**src/rtl/csr_commit_unit_pkg.sv**
```systemverilog
// Shared types, constants and the side-effect CSR decode for the CSR commit unit.
package csr_commit_unit_pkg;

    localparam int unsigned XLEN = 64;

    typedef enum logic [1:0] {
        CSR_READ  = 2'd0,
        CSR_WRITE = 2'd1,
        CSR_SET   = 2'd2,
        CSR_CLEAR = 2'd3
    } fu_op;

    typedef enum logic [1:0] {
        IDLE  = 2'd0,
        REQ   = 2'd1,
        RSP   = 2'd2,
        FLUSH = 2'd3
    } csr_commit_state_e;

    // Address bits [11:10] == 2'b11 mark the read-only CSR space.
    localparam logic [1:0] CSR_RO_ADDR_MSB = 2'b11;

    // CSRs whose update changes translation, FP or machine state and so needs a pipeline flush.
    function automatic logic is_side_effect_csr(input logic [11:0] addr);
        logic w_hit;
        w_hit = 1'b0;
        case (addr)
            12'h001, 12'h002, 12'h003,          // fflags, frm, fcsr
            12'h180,                            // satp
            12'h100, 12'h300, 12'h301: w_hit = 1'b1;  // sstatus, mstatus, misa
            default: w_hit = (addr >= 12'h3A0) && (addr <= 12'h3EF);  // pmpcfg*, pmpaddr*
        endcase
        return w_hit;
    endfunction

endpackage

```
**src/rtl/csr_commit_perf_cnt.sv**
```systemverilog
// Saturating 32-bit event counter counting CSR commit pulses.
module csr_commit_perf_cnt (
    input  logic        clk_i,
    input  logic        rst_i,
    input  logic        inc_i,
    output logic [31:0] count_o
);

    logic [31:0] r_count;

    always_ff @(posedge clk_i or posedge rst_i) begin
        if (rst_i) begin
            r_count <= 32'd0;
        end else if (inc_i && (r_count != 32'hFFFF_FFFF)) begin
            r_count <= r_count + 32'd1;
        end
    end

    assign count_o = r_count;

endmodule

```
**src/rtl/csr_commit_unit.sv**
```systemverilog
// Commit-side CSR read-modify-write sequencer: IDLE -> REQ -> RSP (-> FLUSH) -> IDLE.
// Optional macro CSR_COMMIT_PERF_EN adds the perf_csr_commits_o saturating counter.
module csr_commit_unit
    import csr_commit_unit_pkg::*;
(
    input  logic                clk_i,
    input  logic                rst_i,
    input  logic                flush_i,
    input  logic                commit_valid_i,
    output logic                commit_ready_o,
    input  fu_op                commit_op_i,
    input  logic [11:0]         commit_addr_i,
    input  logic [XLEN-1:0]     commit_wdata_i,
    output logic                csr_req_o,
    input  logic                csr_gnt_i,
    output fu_op                csr_op_o,
    output logic [11:0]         csr_addr_o,
    output logic [XLEN-1:0]     csr_wdata_o,
    input  logic                csr_rvalid_i,
    input  logic [XLEN-1:0]     csr_rdata_i,
    input  logic                csr_ex_i,
    output logic                csr_commit_o,
    output logic                wb_valid_o,
    output logic [XLEN-1:0]     wb_data_o,
    output logic                wb_ex_o,
    output logic [XLEN-1:0]     wb_tval_o,
    output logic                flush_req_o,
    input  logic                flush_ack_i,
`ifdef CSR_COMMIT_PERF_EN
    output logic [31:0]         perf_csr_commits_o,
`endif
    output csr_commit_state_e   dbg_state_o
);

    csr_commit_state_e r_state;
    logic              r_commit_ready;
    fu_op              r_op;
    logic [11:0]       r_addr;
    logic [XLEN-1:0]   r_wdata;
    logic              r_csr_req;
    logic              r_csr_commit;
    logic              r_wb_valid;
    logic [XLEN-1:0]   r_wb_data;
    logic              r_wb_ex;
    logic [XLEN-1:0]   r_wb_tval;
    logic              r_flush_req;

    logic              w_ro_violation;
    logic              w_needs_flush;

    assign w_ro_violation = (commit_addr_i[11:10] == CSR_RO_ADDR_MSB) && (commit_op_i == CSR_WRITE);
    assign w_needs_flush  = is_side_effect_csr(r_addr) && (r_op != CSR_READ);

    always_ff @(posedge clk_i or posedge rst_i) begin
        if (rst_i) begin
            r_state        <= IDLE;
            r_commit_ready <= 1'b1;
            r_op           <= CSR_READ;
            r_addr         <= 12'd0;
            r_wdata        <= '0;
            r_csr_req      <= 1'b0;
            r_csr_commit   <= 1'b0;
            r_wb_valid     <= 1'b0;
            r_wb_data      <= '0;
            r_wb_ex        <= 1'b0;
            r_wb_tval      <= '0;
            r_flush_req    <= 1'b0;
        end else begin
            r_csr_commit   <= 1'b0;
            r_wb_valid     <= 1'b0;
            r_wb_ex        <= 1'b0;
            r_commit_ready <= 1'b0;
            case (r_state)
                IDLE: begin
                    // Ready rises one cycle after re-entering IDLE, spacing commits by 4 cycles.
                    r_commit_ready <= 1'b1;
                    if (r_commit_ready && commit_valid_i && !flush_i) begin
                        r_op    <= commit_op_i;
                        r_addr  <= commit_addr_i;
                        r_wdata <= commit_wdata_i;
                        if (w_ro_violation) begin
                            r_wb_valid <= 1'b1;
                            r_wb_ex    <= 1'b1;
                            r_wb_data  <= '0;
                            r_wb_tval  <= {{(XLEN-12){1'b0}}, commit_addr_i};
                        end else begin
                            r_state        <= REQ;
                            r_csr_req      <= 1'b1;
                            r_commit_ready <= 1'b0;
                        end
                    end
                end
                REQ: begin
                    if (csr_gnt_i) begin
                        r_csr_req <= 1'b0;
                        r_state   <= RSP;
                    end else if (flush_i) begin
                        r_csr_req <= 1'b0;
                        r_state   <= IDLE;
                    end
                end
                RSP: begin
                    // A flush here cannot cancel the access; it only hides the writeback.
                    if (csr_rvalid_i) begin
                        r_wb_valid   <= !flush_i;
                        r_wb_ex      <= csr_ex_i && !flush_i;
                        r_wb_data    <= csr_rdata_i;
                        r_wb_tval    <= csr_ex_i ? {{(XLEN-12){1'b0}}, r_addr} : '0;
                        r_csr_commit <= !csr_ex_i;
                        if (!csr_ex_i && !flush_i && w_needs_flush) begin
                            r_state     <= FLUSH;
                            r_flush_req <= 1'b1;
                        end else begin
                            r_state     <= IDLE;
                        end
                    end
                end
                FLUSH: begin
                    if (flush_ack_i || flush_i) begin
                        r_flush_req <= 1'b0;
                        r_state     <= IDLE;
                    end
                end
                default: r_state <= IDLE;
            endcase
        end
    end

    assign commit_ready_o = r_commit_ready;
    assign csr_req_o      = r_csr_req;
    assign csr_op_o       = r_op;
    assign csr_addr_o     = r_addr;
    assign csr_wdata_o    = r_wdata;
    assign csr_commit_o   = r_csr_commit;
    assign wb_valid_o     = r_wb_valid;
    assign wb_data_o      = r_wb_data;
    assign wb_ex_o        = r_wb_ex;
    assign wb_tval_o      = r_wb_tval;
    assign flush_req_o    = r_flush_req;
    assign dbg_state_o    = r_state;

`ifdef CSR_COMMIT_PERF_EN
    csr_commit_perf_cnt u_perf_cnt (
        .clk_i   (clk_i),
        .rst_i   (rst_i),
        .inc_i   (r_csr_commit),
        .count_o (perf_csr_commits_o)
    );
`endif

endmodule

```
**config.mk**
```make
export PLATFORM = sky130hd
export DESIGN_NAME = csr_commit_unit
export DESIGN_NICKNAME = d
export VERILOG_FILES = /design/src/rtl/csr_commit_unit_pkg.sv /design/src/rtl/csr_commit_perf_cnt.sv /design/src/rtl/csr_commit_unit.sv
export SDC_FILE = /design/constraint.sdc
export NUM_CORES = 1
export LEC_CHECK = 0
export ABC_AREA = 1
export ABC_CLOCK_PERIOD_IN_PS = 10970
export CAP_MARGIN = 20
export CORE_AREA = 10 10 188 190
export DETAILED_ROUTE_END_ITERATION = 6
export DIE_AREA = 0 0 198 200
export HOLD_SLACK_MARGIN = 0.05
export PLACE_DENSITY = 0.58
export SYNTH_ARGS = -nofsm -noshare
export SYNTH_HDL_FRONTEND = slang
export SYNTH_SLANG_ARGS = --single-unit
```
**constraint.sdc**
```tcl
create_clock -name clk_i -period 10.97 [get_ports clk_i]
set_input_delay 1.6455 -clock clk_i [delete_from_list [all_inputs] [get_ports clk_i]]
set_output_delay 1.6455 -clock clk_i [all_outputs]
set_load 0.01 [all_outputs]
```
==> impl_metrics.prom, run 1 <==
# TYPE chip_impl_metric gauge
chip_impl_metric{name="fp-row-count",unit=""} 65
chip_impl_info{name="rsz_0062_raised_after_global_routing",value="no"} 1
chip_impl_info{name="critical_path.endpoint_type",value="register"} 1
chip_impl_metric{name="required",unit="ns"} 11.27
chip_impl_metric{name="multiInputGateArea",unit="µm²"} 2540
chip_impl_metric{name="n_antenna_cell",unit=""} 0
chip_impl_info{name="layout_commonest_cell",value="sky130_fd_sc_hd__clkdlybuf4s50_1"} 1
chip_impl_info{name="most-common-layout-cells",value="sky130_fd_sc_hd__clkdlybuf4s50_1 (311), sky130_fd_sc_hd__nand2_1 (193), sky130_fd_sc_hd__dfrtp_1 (161), sky130_fd_sc_hd__mux2_2 (65), sky130_fd_sc_hd__conb_1 (52)"} 1
chip_impl_metric{name="final_nets",unit=""} 1138
chip_impl_metric{name="initial_core_util",unit="%"} 22.8
chip_impl_metric{name="synth.cell_area",unit="µm²"} 7140
chip_impl_metric{name="report.final.setup_viol",unit=""} 0
chip_impl_metric{name="peakVddDrop",unit="mV"} 0.115
chip_impl_metric{name="die_height",unit="µm"} 200
chip_impl_metric{name="clk_transition_reported_paths",unit="ns"} 0.06
chip_impl_metric{name="viasPerCell",unit=""} 3.97
chip_impl_metric{name="maxCapViolations",unit=""} 0
chip_impl_metric{name="fillerInstances",unit=""} 3206
chip_impl_metric{name="wl_met2",unit="µm"} 11200
chip_impl_metric{name="slew_headroom",unit="%"} 33.6
chip_impl_metric{name="first_pass_grt_wire_length",unit="µm"} 35800
chip_impl_metric{name="grt_antenna_before_repair",unit=""} 1
chip_impl_info{name="status",value="finished, final reports clean"} 1
chip_impl_metric{name="post-route-cell-area",unit="µm²"} 10900
chip_impl_info{name="clock-root-buffer",value="sky130_fd_sc_hd__clkbuf_16"} 1
chip_impl_metric{name="period_share",unit="%"} 35.6
chip_impl_info{name="critical_path.most_common_cell",value="sky130_fd_sc_hd__nor2_1"} 1
chip_impl_info{name="worstSetupPathType",value="input pin to register"} 1
chip_impl_metric{name="tritoncts_buffers",unit=""} 17
chip_impl_metric{name="global_route.overflow_total",unit=""} 0
chip_impl_metric{name="htreeDepth",unit=""} 4
chip_impl_metric{name="floorplan.io_pins",unit=""} 364
chip_impl_metric{name="postSynthRegisterBits",unit=""} 162
chip_impl_info{name="timing.hold.worst.class",value="register to register"} 1
chip_impl_metric{name="drive_gt1_share",unit="%"} 14.1
chip_impl_metric{name="critical_path_arrival",unit="ns"} 4.20
chip_impl_info{name="type_of_element_launching_the_critical_path",value="input pin"} 1
chip_impl_metric{name="clock_tree.buffer_depth",unit=""} 2
chip_impl_metric{name="totalPowerFinal",unit="mW"} 3.04
chip_impl_metric{name="critical-path-max-stage-delay",unit="ns"} 0.64
chip_impl_metric{name="ctsResizeCount",unit=""} 0
chip_impl_info{name="top_layer",value="met5"} 1
chip_impl_metric{name="period_minus_slack",unit="ns"} 3.90
chip_impl_metric{name="grt_max_degree",unit=""} 104
chip_impl_metric{name="worst_pin_slew",unit="ns"} 0.997
chip_impl_metric{name="synth-seq-area-share",unit="%"} 56.8
chip_impl_metric{name="synth.yosys.warnings",unit=""} 0
chip_impl_metric{name="worst_slack",unit="ns"} 7.07
chip_impl_metric{name="wl_per_cell",unit="µm"} 17.0
chip_impl_metric{name="detailedRoute.firstPassIterationCount",unit=""} 4
chip_impl_metric{name="power_density",unit="nW/µm²"} 278
chip_impl_metric{name="die_footprint",unit="µm²"} 39600
chip_impl_metric{name="seq_area",unit="µm²"} 4060
chip_impl_metric{name="report.final.hold_viol_count",unit=""} 0
chip_impl_metric{name="netlist_instances",unit=""} 692
chip_impl_metric{name="ant_nets",unit=""} 0
chip_impl_metric{name="worstSkewPairLatency",unit="ns"} 0.44
chip_impl_metric{name="power_leakage",unit="nW"} 4.77
chip_impl_metric{name="drc_errors",unit=""} 0
chip_impl_info{name="critical_path.slowest_cell",value="sky130_fd_sc_hd__nand3_4"} 1
chip_impl_metric{name="postCtsHoldBufs",unit=""} 0
chip_impl_info{name="path_cells",value="clkdlybuf4s50_1 -> nor2_1 -> nor2_1 -> inv_1 -> nand3_4 -> buf_4 -> nand2_1 -> o21ai_2"} 1
chip_impl_metric{name="core-area",unit="µm²"} 31400
chip_impl_metric{name="num_vias",unit=""} 5559
chip_impl_metric{name="fin_setup_tns",unit="ns"} 0
chip_impl_metric{name="final.setup_skew",unit="ns"} 0.00545
chip_impl_metric{name="io_buffer_count",unit=""} 311
chip_impl_metric{name="detailedPlacementHpwl",unit="µm"} 17800
chip_impl_metric{name="violation_count_after_the_first_detailed_route_iteration",unit=""} 258
chip_impl_metric{name="finalMaxSlewViolations",unit=""} 0
chip_impl_metric{name="dp_slack",unit="ns"} 6.60
chip_impl_metric{name="synthToLayoutAreaGrowth",unit="%"} 53.1
chip_impl_metric{name="grt_resource_usage_total",unit="%"} 11.8
chip_impl_metric{name="post_synth.cell_area_avg",unit="µm²"} 10.3
chip_impl_metric{name="gp_congestion",unit=""} 0.767
chip_impl_metric{name="cts_setup_buffers",unit=""} 0
chip_impl_info{name="tritoncts_clock_tree",value="yes"} 1
chip_impl_metric{name="grt_pass1_vias",unit=""} 5927
chip_impl_metric{name="fmaxAchievable",unit="GHz"} 0.256
chip_impl_metric{name="netlist-cell-type-count",unit=""} 28
chip_impl_metric{name="numClockSinks",unit=""} 162
chip_impl_metric{name="place_area",unit="µm²"} 10400
chip_impl_metric{name="routedLengthMet1",unit="µm"} 9750
chip_impl_metric{name="postRouteWirelength",unit="µm"} 23800
chip_impl_metric{name="dieWidth",unit="µm"} 198
chip_impl_metric{name="routed-wl-met3",unit="µm"} 2500
chip_impl_metric{name="path_max_fanout",unit=""} 82
==> cell usage after synthesis <==
| library cell | number | area share [%] |
|---|---|---|
| sky130_fd_sc_hd__o21bai_1 | 1 | 0.11 |
| sky130_fd_sc_hd__nor3_1 | 2 | 0.14 |
| sky130_fd_sc_hd__o21ai_2 | 30 | 3.7 |
| sky130_fd_sc_hd__inv_2 | 1 | 0.053 |
| sky130_fd_sc_hd__nand3_2 | 1 | 0.14 |
| sky130_fd_sc_hd__a21boi_0 | 1 | 0.11 |
| sky130_fd_sc_hd__buf_6 | 10 | 1.6 |
| sky130_fd_sc_hd__o21ai_0 | 49 | 3.4 |
| sky130_fd_sc_hd__dfstp_2 | 1 | 0.37 |
| sky130_fd_sc_hd__nand3b_1 | 1 | 0.11 |
| sky130_fd_sc_hd__clkbuf_1 | 12 | 0.63 |
| sky130_fd_sc_hd__o21ai_1 | 12 | 0.84 |
| sky130_fd_sc_hd__inv_1 | 31 | 1.6 |
| sky130_fd_sc_hd__nand2_2 | 5 | 0.44 |
| sky130_fd_sc_hd__a21oi_1 | 3 | 0.21 |
| sky130_fd_sc_hd__buf_8 | 1 | 0.21 |
| sky130_fd_sc_hd__dfrtp_1 | 161 | 56 |
| sky130_fd_sc_hd__nand4_2 | 1 | 0.18 |
| sky130_fd_sc_hd__mux2_2 | 65 | 10 |
| sky130_fd_sc_hd__buf_4 | 53 | 5.6 |
| sky130_fd_sc_hd__nand2_1 | 194 | 10 |
| sky130_fd_sc_hd__nor2_1 | 20 | 1.1 |
| sky130_fd_sc_hd__buf_2 | 13 | 0.91 |
| sky130_fd_sc_hd__nor2_2 | 2 | 0.18 |
| sky130_fd_sc_hd__conb_1 | 1 | 0.053 |
| sky130_fd_sc_hd__nand4_1 | 2 | 0.18 |
| sky130_fd_sc_hd__nand3_1 | 18 | 1.3 |
| sky130_fd_sc_hd__o31ai_1 | 1 | 0.11 |
==> per-layer routing <==
layer  up-vias  track usage (%)
met5         -                0
met2       230             18.8
met4         2             3.76
met1      2592             13.8
li1       2721                -
met3        14             5.59
==> state kept, by name, summed over array words and instances, names as in the netlist <==
| signal | cells |
|---|---|
| wb_ex_o | 1 |
| wb_tval_o | 12 |
| csr_wdata_o | 64 |
| csr_addr_o | 12 |
| wb_data_o | 64 |
| commit_ready_o | 1 |
| dbg_state_o | 2 |
| csr_req_o | 1 |
| wb_valid_o | 1 |
| csr_commit_o | 1 |
| flush_req_o | 1 |
| csr_op_o | 2 |
==> where the power goes <==
group | internal (mW) | switching, mW | leakage (nW)
logic | 0.737 | 0.658 | 2.42
registers | 0.882 | 0.176 | 2.09
clock network | 0.342 | 0.249 | 0.265
total | 1.96 | 1.08 | 4.77
==> metrics by stage <==
| stage | hold slack, ns | instances | utilization, % |
|---|---|---|---|
| floorplan | 0.504 | 743 | - |
| detailed placement | 0.464 | 1371 | 33.0 |
| finish | 0.479 | 1400 | 34.8 |
| global placement | 0.465 | 1371 | 33.0 |
| CTS | 0.482 | 1400 | 34.8 |
| global route | 0.498 | 1400 | 34.8 |
==> worst paths after layout <==
check / startpoint / endpoint / slack (ns) / cells past startpoint
worst max-delay path: flush_i / wb_data_o[26] / 7.07 / 8
worst min-delay path: wb_tval_o[4] / wb_tval_o[4] / 0.48 / 2
worst max register to register: dbg_state_o[1] / wb_data_o[26] / 7.50 / 9
worst min register to register: wb_tval_o[4] / wb_tval_o[4] / 0.48 / 2
max in group asynchronous: rst_i / csr_wdata_o[33] / 7.72 / 3
min in group asynchronous: rst_i / csr_wdata_o[10] / 1.76 / 2
==> layout make-up <==
cell class | count | area share [%]
well taps | 402 | 4.60
multi-input cells | 460 | 23.3
repair buffers | 315 | 28.7
clock inverters | 10 | 1.03
inverters | 32 | 1.14
flip-flops and latches | 162 | 37.1
clock buffers | 19 | 4.14
==> critical path, delay by kind of cell <==
| kind | cells | cell delay [ns] |
|---|---|---|
| AO/OA/AOI/OAI | 1 | 0.06 |
| AND/OR/NAND/NOR | 4 | 1.16 |
| buffers and inverters | 3 | 1.26 |
==> logic make-up (layout without fill, tap and decap cells) <==
| group | after synthesis | count (layout) | share of synthesized area, % |
|---|---|---|---|
| AOI/OAI and AO/OA | 97 | 97 | 8.48 |
| buffers and inverters | 121 | 376 | 10.6 |
| DFF | 162 | 162 | 56.8 |
| muxes | 65 | 65 | 10.2 |
| other | 1 | 52 | 0.0525 |
| and+or+nand+nor | 246 | 246 | 13.9 |
Power figures use the tool's default switching activity.
==> run 2: changes to the inputs <==
- ABC_CLOCK_PERIOD_IN_PS: 10970 -> 3600
- clock period: 10.97 -> 3.6 ns (I/O delays scaled with it)
==> impl_metrics.prom, run 2 (synthesized netlist as in run 1, its figures left out) <==
# TYPE chip_impl_metric gauge
chip_impl_info{name="status",value="finished, final reports clean"} 1
chip_impl_metric{name="dp.cells",unit=""} 1375
chip_impl_metric{name="grt_antenna_before_repair",unit=""} 1
chip_impl_metric{name="dieWidth",unit="µm"} 198
chip_impl_info{name="critical_path.endpoint_type",value="register"} 1
chip_impl_metric{name="report.final.hold_viol_count",unit=""} 0
chip_impl_metric{name="period_share",unit="%"} 61.7
chip_impl_metric{name="viasPerCell",unit=""} 3.94
chip_impl_metric{name="global_route.overflow_total",unit=""} 0
chip_impl_metric{name="required",unit="ns"} 3.92
chip_impl_info{name="critical_path.slowest_cell",value="sky130_fd_sc_hd__nand2_4"} 1
chip_impl_metric{name="initial_core_util",unit="%"} 22.8
chip_impl_info{name="tritoncts_clock_tree",value="yes"} 1
chip_impl_metric{name="clk_transition_reported_paths",unit="ns"} 0.07
chip_impl_metric{name="place_area",unit="µm²"} 10400
chip_impl_info{name="worstSetupPathType",value="input pin to register"} 1
chip_impl_metric{name="finalMaxSlewViolations",unit=""} 0
chip_impl_metric{name="power_leakage",unit="nW"} 4.81
chip_impl_metric{name="die_height",unit="µm"} 200
chip_impl_metric{name="setup_slack_of_the_worst_register_to_register_path",unit="ns"} 1.49
chip_impl_metric{name="grt_max_degree",unit=""} 102
chip_impl_metric{name="drive_gt1_share",unit="%"} 14.6
chip_impl_metric{name="totalPowerFinal",unit="mW"} 9.33
chip_impl_info{name="path_cells",value="clkdlybuf4s50_1 -> nor2_1 -> nand2_4 -> buf_4 -> nand2_1 -> o21ai_0"} 1
chip_impl_metric{name="htreeDepth",unit=""} 4
chip_impl_metric{name="maxCapViolations",unit=""} 0
chip_impl_info{name="timing.hold.worst.class",value="input pin to async pin"} 1
chip_impl_metric{name="post-route-cell-area",unit="µm²"} 11000
chip_impl_metric{name="wl_per_cell",unit="µm"} 16.9
chip_impl_metric{name="crit_buf_inv",unit=""} 2
chip_impl_metric{name="synthToLayoutAreaGrowth",unit="%"} 54.4
chip_impl_info{name="clock-root-buffer",value="sky130_fd_sc_hd__clkbuf_16"} 1
chip_impl_metric{name="num_vias",unit=""} 5550
chip_impl_metric{name="tritoncts_buffers",unit=""} 17
chip_impl_info{name="timing.critical_path.max_delay_family",value="buffers and inverters"} 1
chip_impl_metric{name="period_minus_slack",unit="ns"} 2.22
chip_impl_metric{name="violation_count_after_the_first_detailed_route_iteration",unit=""} 183
chip_impl_metric{name="path_max_fanout",unit=""} 73
chip_impl_metric{name="grt_pass1_vias",unit=""} 5931
chip_impl_metric{name="cts_setup_buffers",unit=""} 0
chip_impl_metric{name="report.final.setup_viol",unit=""} 0
chip_impl_metric{name="global_route.usage.met1",unit="%"} 13.2
chip_impl_metric{name="die_footprint",unit="µm²"} 39600
chip_impl_metric{name="fp-row-count",unit=""} 65
chip_impl_metric{name="fillerInstances",unit=""} 3213
chip_impl_metric{name="io_buffer_count",unit=""} 311
chip_impl_metric{name="worst_pin_slew",unit="ns"} 0.941
chip_impl_info{name="layout_commonest_cell",value="sky130_fd_sc_hd__clkdlybuf4s50_1"} 1
chip_impl_metric{name="fmaxAchievable",unit="GHz"} 0.450
chip_impl_metric{name="worstSkewPairLatency",unit="ns"} 0.44
chip_impl_metric{name="ctsResizeCount",unit=""} 0
chip_impl_metric{name="postCtsHoldBufs",unit=""} 0
chip_impl_metric{name="fin_setup_tns",unit="ns"} 0
chip_impl_metric{name="final_nets",unit=""} 1142
chip_impl_metric{name="critical_path_arrival",unit="ns"} 2.54
chip_impl_metric{name="n_antenna_cell",unit=""} 0
chip_impl_info{name="rsz_0062_raised_after_global_routing",value="no"} 1
chip_impl_metric{name="floorplan.io_pins",unit=""} 364
chip_impl_metric{name="postRouteWirelength",unit="µm"} 23700
chip_impl_metric{name="first_pass_grt_wire_length",unit="µm"} 36100
chip_impl_metric{name="peakVddDrop",unit="mV"} 0.360
chip_impl_metric{name="global_route.usage.met2",unit="%"} 19.2
chip_impl_metric{name="ant_nets",unit=""} 0
chip_impl_metric{name="finalHoldWorstSlack",unit="ns"} 0.411
chip_impl_metric{name="core-area",unit="µm²"} 31400
chip_impl_metric{name="post_layout_nonfiller_instances",unit=""} 1407
chip_impl_metric{name="detailedRoute.firstPassIterationCount",unit=""} 4
chip_impl_info{name="most-common-layout-cells",value="sky130_fd_sc_hd__clkdlybuf4s50_1 (311), sky130_fd_sc_hd__nand2_1 (193), sky130_fd_sc_hd__dfrtp_1 (161), sky130_fd_sc_hd__mux2_2 (65), sky130_fd_sc_hd__conb_1 (52)"} 1
chip_impl_metric{name="slew_headroom",unit="%"} 37.3
chip_impl_metric{name="grt_resource_usage_total",unit="%"} 11.9
chip_impl_info{name="type_of_element_launching_the_critical_path",value="input pin"} 1
chip_impl_metric{name="critical-path-max-stage-delay",unit="ns"} 0.56
chip_impl_metric{name="numClockSinks",unit=""} 162
chip_impl_metric{name="globalRouteMet3Util",unit="%"} 6.80
chip_impl_metric{name="gp_congestion",unit=""} 0.736
chip_impl_metric{name="power_density",unit="nW/µm²"} 846
chip_impl_metric{name="detailedPlacementHpwl",unit="µm"} 17900
chip_impl_info{name="global_route.peak_usage_layer",value="met2"} 1
chip_impl_metric{name="clock_tree.buffer_depth",unit=""} 2
chip_impl_metric{name="final.setup_skew",unit="ns"} 0.0120
chip_impl_metric{name="drc_errors",unit=""} 0
run 2: power breakdown:
group	total, mW	switching, mW	internal, mW
clock network	1.82	0.813	1.00
registers	3.21	0.524	2.69
logic	4.30	2.02	2.28
run 2: routing by layer:
layer | wire (µm) | share of wire [%]
met1 | 9360 | 39
met2 | 11200 | 47
met3 | 2880 | 12
met4 | 280 | 1.2
met5 | 0 | 0
run 2: final timing paths:
check / startpoint / end / cells past startpoint
worst max register to register: commit_ready_o / csr_addr_o[0] / 6
worst max-delay path: flush_i / csr_addr_o[0] / 6
min in group clk_i: wb_tval_o[0] / wb_tval_o[0] / 2
max in group asynchronous: rst_i / wb_data_o[26] / 3
worst min-delay path: rst_i / csr_op_o[1] / 2
worst min register to register: wb_tval_o[0] / wb_tval_o[0] / 2
run 2: final cells by class:
type                    instances  area, µm²  area share (%)
well taps                     402        503            4.56
clock buffers                  20        457            4.14
clock inverters                12        121            1.10
flip-flops and latches        162       4060            36.8
repair buffers                319       3220            29.2
inverters                      32        124            1.12
multi-input cells             460       2540            23.1
run 2: stage by stage:
step	worst slack [ns]	util (%)
2_1_floorplan	1.00	-
5_1_grt	1.18	35.1
3_3_place_gp	0.930	33.3
3_5_place_dp	0.895	33.3
6_report	1.38	35.1
4_1_cts	1.37	35.1
run 2: worst reg2reg max path: stages, from the launching register on:
cell and delay [ns]:
sky130_fd_sc_hd__dfstp_2 0.54, sky130_fd_sc_hd__nand2_1 0.06, sky130_fd_sc_hd__nor2_1 0.24, sky130_fd_sc_hd__nand2_4 0.56, sky130_fd_sc_hd__buf_4 0.44, sky130_fd_sc_hd__nand2_1 0.08
sky130_fd_sc_hd__o21ai_0 0.08
==> run 3: changes to the inputs <==
- ABC_CLOCK_PERIOD_IN_PS: 3600 -> 2050
- clock period: 3.6 -> 2.05 ns (I/O delays scaled with it)
==> impl_metrics.prom, run 3 (synthesized netlist as in run 1, its figures left out) <==
# TYPE chip_impl_metric gauge
chip_impl_metric{name="global_route.overflow_total",unit=""} 0
chip_impl_metric{name="grt_pass1_vias",unit=""} 5823
chip_impl_metric{name="seq_power_share",unit="%"} 34.7
chip_impl_info{name="clock-root-buffer",value="sky130_fd_sc_hd__clkbuf_16"} 1
chip_impl_metric{name="die_height",unit="µm"} 200
chip_impl_metric{name="report.final.hold_viol_count",unit=""} 0
chip_impl_metric{name="detailedPlacementHpwl",unit="µm"} 18400
chip_impl_info{name="path_cells",value="clkdlybuf4s50_1"} 1
chip_impl_metric{name="maxCapViolations",unit=""} 0
chip_impl_metric{name="fillerInstances",unit=""} 3153
chip_impl_info{name="layout_commonest_cell",value="sky130_fd_sc_hd__clkdlybuf4s50_1"} 1
chip_impl_metric{name="combinationalPowerShare",unit="%"} 46.9
chip_impl_metric{name="critical_path_arrival",unit="ns"} 1.61
chip_impl_metric{name="core-area",unit="µm²"} 31400
chip_impl_metric{name="violation_count_after_the_first_detailed_route_iteration",unit=""} 175
chip_impl_metric{name="path_max_fanout",unit=""} 7
chip_impl_metric{name="finalMaxSlewViolations",unit=""} 0
chip_impl_metric{name="fp-row-count",unit=""} 65
chip_impl_info{name="critical_path.slowest_cell",value="sky130_fd_sc_hd__clkdlybuf4s50_1"} 1
chip_impl_metric{name="tritoncts_buffers",unit=""} 17
chip_impl_info{name="timing.critical_path.max_delay_family",value="buffers and inverters"} 1
chip_impl_metric{name="wl_per_cell",unit="µm"} 17.0
chip_impl_metric{name="finalHoldWorstSlack",unit="ns"} 0.345
chip_impl_metric{name="grt_max_degree",unit=""} 84
chip_impl_metric{name="clk_transition_reported_paths",unit="ns"} 0.07
chip_impl_metric{name="worstSkewPairLatency",unit="ns"} 0.44
chip_impl_metric{name="clock_tree.buffer_depth",unit=""} 2
chip_impl_info{name="most-common-layout-cells",value="sky130_fd_sc_hd__clkdlybuf4s50_1 (311), sky130_fd_sc_hd__nand2_1 (193), sky130_fd_sc_hd__dfrtp_1 (161), sky130_fd_sc_hd__mux2_2 (65), sky130_fd_sc_hd__conb_1 (52)"} 1
chip_impl_metric{name="final_nets",unit=""} 1149
chip_impl_metric{name="crit_buf_inv",unit=""} 1
chip_impl_metric{name="period_share",unit="%"} 93.6
chip_impl_metric{name="report.final.setup_viol",unit=""} 0
chip_impl_metric{name="die_footprint",unit="µm²"} 39600
chip_impl_metric{name="power_leakage",unit="nW"} 4.83
chip_impl_metric{name="power_density",unit="nW/µm²"} 1470
chip_impl_metric{name="postRouteWirelength",unit="µm"} 24000
chip_impl_metric{name="worst_pin_slew",unit="ns"} 0.560
chip_impl_metric{name="io_buffer_count",unit=""} 311
chip_impl_metric{name="gp_congestion",unit=""} 0.763
chip_impl_metric{name="ctsResizeCount",unit=""} 0
chip_impl_metric{name="detailedRoute.firstPassIterationCount",unit=""} 5
chip_impl_metric{name="peakVddDrop",unit="mV"} 0.757
chip_impl_metric{name="fmaxAchievable",unit="GHz"} 0.521
chip_impl_metric{name="ant_nets",unit=""} 0
chip_impl_metric{name="cts_setup_buffers",unit=""} 0
chip_impl_metric{name="dieWidth",unit="µm"} 198
chip_impl_metric{name="grt_antenna_before_repair",unit=""} 0
chip_impl_info{name="critical_path.endpoint_type",value="primary output"} 1
chip_impl_metric{name="total_switching_power",unit="mW"} 5.93
chip_impl_info{name="worstSetupPathType",value="register to primary output"} 1
chip_impl_info{name="timing.hold.worst.class",value="input pin to async pin"} 1
chip_impl_info{name="status",value="finished, final reports clean"} 1
chip_impl_metric{name="first_pass_grt_wire_length",unit="µm"} 35700
chip_impl_metric{name="htreeDepth",unit=""} 4
chip_impl_metric{name="required",unit="ns"} 1.74
chip_impl_metric{name="totalPowerFinal",unit="mW"} 16.3
chip_impl_metric{name="dp_slack",unit="ns"} 0.128
chip_impl_metric{name="power.switching_fraction",unit="%"} 36.5
chip_impl_info{name="tritoncts_clock_tree",value="yes"} 1
chip_impl_metric{name="critical-path-max-stage-delay",unit="ns"} 0.68
chip_impl_metric{name="numClockSinks",unit=""} 162
chip_impl_metric{name="power.share.clock",unit="%"} 18.4
chip_impl_metric{name="worst_slack",unit="ns"} 0.131
chip_impl_metric{name="slew_headroom",unit="%"} 62.4
chip_impl_metric{name="drc_errors",unit=""} 0
chip_impl_metric{name="internal_power",unit="mW"} 10.3
chip_impl_metric{name="n_antenna_cell",unit=""} 0
chip_impl_metric{name="drive_gt1_share",unit="%"} 15.2
chip_impl_metric{name="viasPerCell",unit=""} 3.96
chip_impl_metric{name="post_layout_nonfiller_instances",unit=""} 1414
chip_impl_metric{name="final.setup_skew",unit="ns"} 0.00970
chip_impl_metric{name="synthToLayoutAreaGrowth",unit="%"} 55.1
chip_impl_metric{name="initial_core_util",unit="%"} 22.8
chip_impl_metric{name="fin_setup_tns",unit="ns"} 0
chip_impl_metric{name="num_vias",unit=""} 5604
chip_impl_info{name="type_of_element_launching_the_critical_path",value="register"} 1
chip_impl_metric{name="period_minus_slack",unit="ns"} 1.92
chip_impl_metric{name="floorplan.io_pins",unit=""} 364
chip_impl_metric{name="dp.cells",unit=""} 1382
chip_impl_info{name="rsz_0062_raised_after_global_routing",value="no"} 1
chip_impl_metric{name="postCtsHoldBufs",unit=""} 0
chip_impl_metric{name="grt_resource_usage_total",unit="%"} 11.8
## run 3: cell count changes in the layout (fill, tap and decap cells not counted)
cell                         before  now
sky130_fd_sc_hd__buf_4            4    8
sky130_fd_sc_hd__buf_12           4    7
sky130_fd_sc_hd__clkbuf_8         2    0
sky130_fd_sc_hd__clkinv_2         0    2
sky130_fd_sc_hd__clkinvlp_4       5    7
sky130_fd_sc_hd__inv_6            5    3
sky130_fd_sc_hd__bufinv_16        1    0
sky130_fd_sc_hd__clkinv_4         2    3
## run 3: area by class of cell
class / count / area (µm²) / area share [%]
Sequential cell: 162 / 4060 / 36.6
Tap cell: 402 / 503 / 4.54
Multi-Input combinational cell: 460 / 2540 / 23.0
Clock buffer: 18 / 429 / 3.88
Timing Repair Buffer: 326 / 3310 / 29.9
Inverter: 32 / 124 / 1.12
Clock inverter: 14 / 108 / 0.972
## run 3: stage by stage
stage          util [%]  area [µm²]
2_1_floorplan         -        7340
3_3_place_gp       33.6       10500
3_5_place_dp       33.6       10500
4_1_cts            35.3       11100
5_1_grt            35.3       11100
6_report           35.3       11100
## run 3: worst paths after layout
check / to / depth (start not counted) / from / slack, ns
hold / removal: csr_wdata_o[24] / 3 / rst_i / 0.35
setup reg to reg: wb_data_o[18] / 7 / dbg_state_o[1] / 0.29
max in group asynchronous: wb_data_o[10] / 3 / rst_i / 1.27
setup / recovery: dbg_state_o[1] / 1 / dbg_state_o[1] / 0.13
hold reg to reg: wb_tval_o[0] / 2 / wb_tval_o[0] / 0.48
min in group clk_i: wb_data_o[9] / 3 / csr_rdata_i[9] / 0.42
## run 3: power groups by stage
stage	sequential (mW)	clock, mW	combinational, mW
2_1_floorplan	6.32	0	2.87
3_3_place_gp	5.66	0	7.76
3_5_place_dp	5.71	0	7.79
4_1_cts	5.67	3.13	7.83
5_1_grt	5.85	3.24	8.37
6_report	5.65	3.00	7.63
## run 3: worst min-delay path: stages
cell and delay [ns]:
sky130_fd_sc_hd__clkdlybuf4s50_1 0.44, sky130_fd_sc_hd__clkinvlp_4 0.12, sky130_fd_sc_hd__buf_12 0.34
## run 3: layer usage
metal  vias up  global-route usage [%]  share of wire, %
met5         -                       0                 0
met4         0                    3.42               1.0
met3        16                    6.82                12
met2       228                    18.6                46
met1      2620                    13.4                40
li1       2740                       -                 -
